==> config.mk <==
export PLATFORM = sky130hd
export DESIGN_NAME = load_align_unit_flat
export DESIGN_NICKNAME = d
export VERILOG_FILES = /design/src/rtl/load_align_unit_if.sv /design/src/rtl/load_align_unit.sv /design/src/flat_wrapper.sv
export SDC_FILE = /design/constraint.sdc
export NUM_CORES = 1
export LEC_CHECK = 0
export CORE_UTILIZATION = 52
export CTS_BUF_LIST = sky130_fd_sc_hd__clkbuf_4 sky130_fd_sc_hd__clkbuf_8
export CTS_CLUSTER_SIZE = 14
export DETAILED_ROUTE_END_ITERATION = 12
export PLACE_DENSITY_LB_ADDON = 0.05
export SETUP_SLACK_MARGIN = 0.1
export SLEW_MARGIN = 10
export SYNTH_ARGS = -nofsm -noshare
export SYNTH_HDL_FRONTEND = slang
export SYNTH_SLANG_ARGS = --single-unit
==> constraint.sdc <==
create_clock -name clk -period 2.8 [get_ports clk]
set_clock_uncertainty 0.05 [all_clocks]
set_input_delay 0.7 -clock clk [delete_from_list [all_inputs] [get_ports clk]]
set_output_delay 0.7 -clock clk [all_outputs]
set_load 0.005 [all_outputs]
==> src/rtl/load_align_unit_if.sv <==
// load_align_unit_if
// Bundles the three handshakes around the load unit: the core-side load
// request, the data-memory read port and the result channel.
//   req_valid / req_ready / req_funct3 / req_addr     : load request
//   mem_req_valid / mem_req_ready / mem_addr           : bus read request
//   mem_rvalid / mem_rdata                             : bus read data
//   rsp_valid / rsp_ready / rsp_data / rsp_fault       : load result
// The slave modport is the load unit itself; the master modport is its
// environment (core plus memory), which drives requests and bus replies.
interface load_align_unit_if #(
   parameter int XLEN = 32
);

   logic            req_valid;
   logic            req_ready;
   logic [2:0]      req_funct3;
   logic [31:0]     req_addr;

   logic            mem_req_valid;
   logic            mem_req_ready;
   logic [31:0]     mem_addr;
   logic            mem_rvalid;
   logic [XLEN-1:0] mem_rdata;

   logic            rsp_valid;
   logic            rsp_ready;
   logic [XLEN-1:0] rsp_data;
   logic            rsp_fault;

   modport master (
      output req_valid, req_funct3, req_addr,
      output mem_req_ready, mem_rvalid, mem_rdata,
      output rsp_ready,
      input  req_ready, mem_req_valid, mem_addr,
      input  rsp_valid, rsp_data, rsp_fault
   );

   modport slave (
      input  req_valid, req_funct3, req_addr,
      input  mem_req_ready, mem_rvalid, mem_rdata,
      input  rsp_ready,
      output req_ready, mem_req_valid, mem_addr,
      output rsp_valid, rsp_data, rsp_fault
   );

endinterface

==> src/rtl/load_align_unit.sv <==
// load_align_unit
// Multi-cycle load unit between the memory stage and the data-memory port.
// A request (funct3 + byte address) is turned into one or two aligned bus
// reads; the addressed byte/halfword/word/doubleword is extracted from the
// returned little-endian data and sign- or zero-extended to XLEN.
// Ports:
//   clk  : single clock
//   rst  : synchronous, active-high reset
//   bus  : load_align_unit_if.slave (request, bus read and result channels)
// Parameters:
//   XLEN          : 32 or 64; LD and LWU are only legal at 64
//   MISALIGNED_EN : 1 splits a load that crosses a bus word into two reads,
//                   0 reports it as a fault instead
module load_align_unit #(
   parameter int XLEN          = 32,
   parameter bit MISALIGNED_EN = 1'b1
) (
   input  logic               clk,
   input  logic               rst,
   load_align_unit_if.slave   bus
);

   localparam int NB   = XLEN / 8;
   localparam int OFFW = $clog2(NB);

   typedef enum logic [2:0] {
      IDLE,
      REQ0,
      WAIT0,
      REQ1,
      WAIT1,
      RESP
   } state_t;

   state_t          state;
   state_t          state_next;

   logic [2:0]      funct3_q;
   logic [31:0]     base_q;
   logic [OFFW-1:0] off_q;
   logic            split_q;
   logic [XLEN-1:0] lo_q;
   logic [XLEN-1:0] rsp_data_q;
   logic            rsp_fault_q;

   logic [4:0]      size_d;
   logic [OFFW-1:0] off_d;
   logic            split_d;
   logic            fault_d;

   logic [XLEN-1:0] lo_src;
   logic [XLEN-1:0] hi_src;
   logic [XLEN-1:0] shifted;
   logic [XLEN-1:0] extended;

   // Decode the incoming request while it waits in IDLE: access size from
   // funct3[1:0], byte offset inside the bus word, whether it runs past the
   // end of that word, and whether the request must be refused outright.
   always_comb begin
      case (bus.req_funct3[1:0])
         2'b00:   size_d = 5'd1;
         2'b01:   size_d = 5'd2;
         2'b10:   size_d = 5'd4;
         default: size_d = 5'd8;
      endcase
      off_d   = bus.req_addr[OFFW-1:0];
      split_d = (5'(off_d) + size_d) > 5'(NB);
      fault_d = (bus.req_funct3 == 3'b111)
             || ((XLEN == 32) && ((bus.req_funct3 == 3'b011) || (bus.req_funct3 == 3'b110)))
             || (split_d && !MISALIGNED_EN);
   end

   // State register. Reset drops any access in flight; a late read beat
   // afterwards lands in IDLE where nothing looks at it.
   always_ff @(posedge clk) begin
      if (rst) begin
         state <= IDLE;
      end else begin
         state <= state_next;
      end
   end

   // Next-state logic. Faulting requests skip the bus entirely and go
   // straight to the response; only split accesses visit REQ1/WAIT1.
   always_comb begin
      state_next = state;
      unique case (state)
         IDLE:    if (bus.req_valid)     state_next = fault_d ? RESP : REQ0;
         REQ0:    if (bus.mem_req_ready) state_next = WAIT0;
         WAIT0:   if (bus.mem_rvalid)    state_next = split_q ? REQ1 : RESP;
         REQ1:    if (bus.mem_req_ready) state_next = WAIT1;
         WAIT1:   if (bus.mem_rvalid)    state_next = RESP;
         RESP:    if (bus.rsp_ready)     state_next = IDLE;
         default:                        state_next = IDLE;
      endcase
   end

   // Outputs decoded from state. The bus address is a pure function of the
   // registered base and the state, so it cannot move while a request is
   // stalled; the second beat wraps naturally in 32-bit arithmetic.
   always_comb begin
      bus.req_ready     = (state == IDLE) && !rst;
      bus.mem_req_valid = (state == REQ0) || (state == REQ1);
      bus.mem_addr      = '0;
      if (state == REQ0) begin
         bus.mem_addr = base_q;
      end else if (state == REQ1) begin
         bus.mem_addr = base_q + 32'(NB);
      end
      bus.rsp_valid = (state == RESP);
      bus.rsp_data  = rsp_data_q;
      bus.rsp_fault = rsp_fault_q;
   end

   // Extraction. The final beat's data comes straight from the bus so the
   // result can be registered on the same edge it arrives; for a split
   // access the first beat is the low half held in lo_q. The pair is
   // shifted down by the byte offset and the access size picks the
   // extension; the size casts sign-extend the $signed slices.
   always_comb begin
      lo_src  = (state == WAIT1) ? lo_q : bus.mem_rdata;
      hi_src  = (state == WAIT1) ? bus.mem_rdata : '0;
      shifted = XLEN'({hi_src, lo_src} >> {off_q, 3'b000});
      case (funct3_q)
         3'b000:  extended = XLEN'($signed(shifted[7:0]));
         3'b001:  extended = XLEN'($signed(shifted[15:0]));
         3'b010:  extended = XLEN'($signed(shifted[31:0]));
         3'b100:  extended = XLEN'(shifted[7:0]);
         3'b101:  extended = XLEN'(shifted[15:0]);
         3'b110:  extended = XLEN'(shifted[31:0]);
         default: extended = shifted;
      endcase
   end

   // Request capture, first-beat capture and result register. A fault is
   // decided at acceptance and its (zero) data is written right away; a
   // good load overwrites data and clears the fault flag when its last
   // beat arrives. Nothing here changes while sitting in RESP, which keeps
   // the result stable under consumer backpressure.
   always_ff @(posedge clk) begin
      if (rst) begin
         funct3_q    <= 3'b000;
         base_q      <= '0;
         off_q       <= '0;
         split_q     <= 1'b0;
         lo_q        <= '0;
         rsp_data_q  <= '0;
         rsp_fault_q <= 1'b0;
      end else begin
         if ((state == IDLE) && bus.req_valid) begin
            funct3_q    <= bus.req_funct3;
            base_q      <= {bus.req_addr[31:OFFW], {OFFW{1'b0}}};
            off_q       <= off_d;
            split_q     <= split_d;
            rsp_fault_q <= fault_d;
            rsp_data_q  <= '0;
         end
         if ((state == WAIT0) && bus.mem_rvalid) begin
            lo_q <= bus.mem_rdata;
         end
         if (((state == WAIT0) && bus.mem_rvalid && !split_q) ||
             ((state == WAIT1) && bus.mem_rvalid)) begin
            rsp_data_q  <= extended;
            rsp_fault_q <= 1'b0;
         end
      end
   end

endmodule

==> src/flat_wrapper.sv <==
// flat-port wrapper written by rule: the top's interface ports become plain ports
module load_align_unit_flat 
#(
   parameter int XLEN          = 32,
   parameter bit MISALIGNED_EN = 1'b1
)
  (clk, rst, bus_req_valid, bus_req_funct3, bus_req_addr, bus_mem_req_ready, bus_mem_rvalid, bus_mem_rdata, bus_rsp_ready, bus_req_ready, bus_mem_req_valid, bus_mem_addr, bus_rsp_valid, bus_rsp_data, bus_rsp_fault);
  load_align_unit_if #(.XLEN(XLEN)) bus_i ();
  input  logic clk;
  input  logic rst;
  input wire logic [$bits(bus_i.req_valid)-1:0] bus_req_valid;
  input wire logic [$bits(bus_i.req_funct3)-1:0] bus_req_funct3;
  input wire logic [$bits(bus_i.req_addr)-1:0] bus_req_addr;
  input wire logic [$bits(bus_i.mem_req_ready)-1:0] bus_mem_req_ready;
  input wire logic [$bits(bus_i.mem_rvalid)-1:0] bus_mem_rvalid;
  input wire logic [$bits(bus_i.mem_rdata)-1:0] bus_mem_rdata;
  input wire logic [$bits(bus_i.rsp_ready)-1:0] bus_rsp_ready;
  output wire logic [$bits(bus_i.req_ready)-1:0] bus_req_ready;
  output wire logic [$bits(bus_i.mem_req_valid)-1:0] bus_mem_req_valid;
  output wire logic [$bits(bus_i.mem_addr)-1:0] bus_mem_addr;
  output wire logic [$bits(bus_i.rsp_valid)-1:0] bus_rsp_valid;
  output wire logic [$bits(bus_i.rsp_data)-1:0] bus_rsp_data;
  output wire logic [$bits(bus_i.rsp_fault)-1:0] bus_rsp_fault;
  assign bus_i.req_valid = bus_req_valid;
  assign bus_i.req_funct3 = bus_req_funct3;
  assign bus_i.req_addr = bus_req_addr;
  assign bus_i.mem_req_ready = bus_mem_req_ready;
  assign bus_i.mem_rvalid = bus_mem_rvalid;
  assign bus_i.mem_rdata = bus_mem_rdata;
  assign bus_i.rsp_ready = bus_rsp_ready;
  assign bus_req_ready = bus_i.req_ready;
  assign bus_mem_req_valid = bus_i.mem_req_valid;
  assign bus_mem_addr = bus_i.mem_addr;
  assign bus_rsp_valid = bus_i.rsp_valid;
  assign bus_rsp_data = bus_i.rsp_data;
  assign bus_rsp_fault = bus_i.rsp_fault;
  load_align_unit #(.XLEN(XLEN), .MISALIGNED_EN(MISALIGNED_EN)) u_core (.clk(clk), .rst(rst), .bus(bus_i));
endmodule
==> results.tsv <==
metric	value	unit
status	finished, violations left	
violations	setup timing	
die_h	109.9	um
synth-seq-cells	104	
intPower	2.609	mW
area_growth	39.58	%
crit_type	flop to primary output	
synth_edf_count	0	
wirelength	20.92	mm
grt_pass1_wl	30.97	mm
nNetsFinal	1069	
ys_seq_area_share	34.39	%
gp_congestion	0.9933	
syn_avg_cell_area	7.501	um^2
hold_path_depth	2	
comb_power_share	32.6	%
diodes	0	
setup_viol	16	
r2r-start	u_core.state[1]$_SDFFE_PP0P_	
drt_pass1_iterations	5	
fin_crit_sh	107.0	%
cts_root_buf	clkbuf_8	
grt_pass1_vias	6215	
min_period	2.995	ns
placed_cells	1086	
vias	6866	
fmax	333.9	MHz
cts_tree	yes	
cts_buffers	9	
layout_setup_ws	-0.1951	ns
fillers	870	
port-buffer-count	138	
clkPwrFrac	24.7	%
hold_viol_final	0	
drt_drc_violations_left	0	
worstHoldStart	u_core.bus.rsp_data[4]$_SDFFE_PP0P_	
power.switching	1.328	mW
crit_required	2.05	ns
die_area	12080	um^2
ys.warnings.count	0	
rows	39	
clock_sink_count	104	
syn_area	6053	um^2
slew_headroom	63.10	%
rsz0062_at_grt	yes	
end_kind	primary output	
power.density	465.9	nW/um^2
fin_cells	1139	
hold_end	u_core.bus.rsp_data[4]$_SDFFE_PP0P_	
hp-class	flop to flop	
crit_fanout	3	
grt_max_degree	58	
regToRegEndpoint	u_core.bus.rsp_data[22]$_SDFFE_PP0P_	
cp.arrival	2.25	ns
ys.flop_type	dfxtp_1	
reg2reg_slack	0.31	ns
drtIter0Drc	724	
synthArstFlopShare	0	%
drtAntennaViolNets	0	
worst-r2r-cell-count	8	
tightest_slew	0.5381	ns
die_w	109.9	um
hold_buffers	0	
clkSlewWorstSetupHoldPaths	0.10	ns
fin_tns_setup	-1.300	ns
leakagePower	3.229	nW
clk-insertion-delay-late	0.39	ns
switching_share	33.73	%
coreArea	11370	um^2
seq_power_share	42.7	%
htreeDepth	3	
clk_path_buf_depth	2	
dp_slack	-0.05117	ns
yosys.cell_types.count	62	
drive_gt1_share	19.88	%
wl_per_cell	18.37	um
drv_cap	0	
gr-usage-all-layers	33.11	%
hpwl	13.71	mm
startpoint_type	flop	
num_io_pins	141	
antenna_found_initial	0	
finalMaxSlewViolations	0	
whs	0.4046	ns
overflow	0	
vias_per_cell	6.028	
initial_core_util	53.24	%
irDropWorstVdd	322.0	uV
syn_inst	807	
==> registers in the layout (all words and copies together), names as in the netlist <==
register	flops
u_core.funct3_q	3
u_core.base_q	30
u_core.lo_q	32
u_core.state	3
u_core.bus.rsp_data	32
u_core.off_q	2
u_core.bus.rsp_fault	1
u_core.split_q	1
==> Yosys cell counts, drive strengths merged, types with 10 or more instances <==
cell type    n  share of area, %
inv         12              0.74
nor3        17               1.4
mux2i       43               7.1
nor2        54               3.3
a22oi       13               1.6
nand2      183                11
clkbuf      43               2.7
o22ai       15               1.6
nand3       28               2.3
xor2        16               2.3
o21ai       47               3.9
a21oi       95               7.9
a221oi      10               1.4
dfxtp      104                34
nand4       11               1.2
buf         16               1.8
==> cells in the final DEF, fill, tap and decap left out, drive strengths merged, types with 4 or more instances in the layout <==
cell type	n
nand2	183
buf	116
clkdlybuf4s50	110
dfxtp	104
a21oi	95
nor2	54
o21ai	47
mux2i	43
nand3	28
nor3	17
xor2	16
o22ai	15
clkbuf	14
a22oi	13
inv	12
nand4	11
a221oi	10
xnor2	9
a31oi	9
a221o	8
nor2b	7
nand2b	5
o21bai	5
nor4	5
or3	5
and2	4
and3	4
==> timing repair <==
action / in CTS / in global routing
gates resized for setup: 115 / 59
setup buffers: 25 / 15
setup endpoints to repair: 30 / 33
gates cloned: 0 / 0
pin swaps: 23 / 30
==> cell families after synthesis <==
kind of cell / share of synthesized area [%]
AOI/OAI and AO/OA: 21.58
xor gates and xnor gates: 3.617
adders and majority gates: 0.9509
buffers and inverters: 5.229
DFF: 34.39
muxes: 8.412
other: 0.06195
and+or+nand+nor: 25.75
==> final cells by class <==
cell class / count / area, um^2 / share of cell area (%)
Clock buffer: 12 / 152.6 / 1.807
Clock inverter: 3 / 42.54 / 0.5035
Inverter: 12 / 45.04 / 0.5331
Multi-Input combinational cell: 633 / 3849 / 45.55
Sequential cell: 104 / 2123 / 25.13
Tap cell: 143 / 178.9 / 2.118
Timing Repair Buffer: 232 / 2058 / 24.36
==> worst max-delay path by stage <==
stage / startpoint / endpoint / slack, ns / depth (start not counted)
after global placement: u_core.base_q[12]$_SDFFE_PP0P_ / bus_mem_addr[19] / -0.03 / 5
final: u_core.base_q[12]$_SDFFE_PP0P_ / bus_mem_addr[30] / -0.20 / 8
after floorplan: u_core.base_q[9]$_SDFFE_PP0P_ / bus_mem_addr[19] / 0.39 / 4
after global routing: u_core.base_q[12]$_SDFFE_PP0P_ / bus_mem_addr[30] / -0.25 / 8
after detailed placement: u_core.base_q[12]$_SDFFE_PP0P_ / bus_mem_addr[30] / -0.05 / 7
after CTS: u_core.base_q[17]$_SDFFE_PP0P_ / bus_mem_addr[30] / -0.13 / 8
==> per-stage QoR <==
stage,power [mW],instance area [um^2],util [%]
after floorplan,2.407,6057,-
after global placement,2.860,7792,68.54
after detailed placement,2.898,7792,68.54
after CTS,3.888,8263,72.68
after global routing,4.118,8449,74.32
final,3.936,8449,74.32
==> worst max-delay path: stages (launching register included) <==
cell and delay, ns:
dfxtp_2 0.38, nand4_4 0.14, nor4_4 0.31, buf_4 0.20, buf_6 0.11, nand3_2 0.08, or3_4 0.37, a21oi_2 0.13
buf_2 0.13
==> metal layers <==
| metal | global-route usage, % | vias up | share of wire [%] | routed length, um |
|---|---|---|---|---|
| met4 | 15.90 | 0 | 3.5 | 739 |
| met3 | 5.691 | 76 | 8.3 | 1740 |
| met2 | 56.34 | 421 | 48 | 9993 |
| met5 | 0 | - | 0 | 0 |
| met1 | 40.32 | 3159 | 40 | 8445 |
| li1 | - | 3210 | - | - |
==> power by group through the flow <==
stage / clock (mW) / combinational [mW] / sequential, mW
after floorplan: 0 / 0.721 / 1.69
after global placement: 0 / 1.16 / 1.70
after detailed placement: 0 / 1.20 / 1.70
after CTS: 0.983 / 1.23 / 1.67
after global routing: 1.04 / 1.38 / 1.69
final: 0.973 / 1.28 / 1.68
Note: power is estimated with default switching activity, not from simulation.
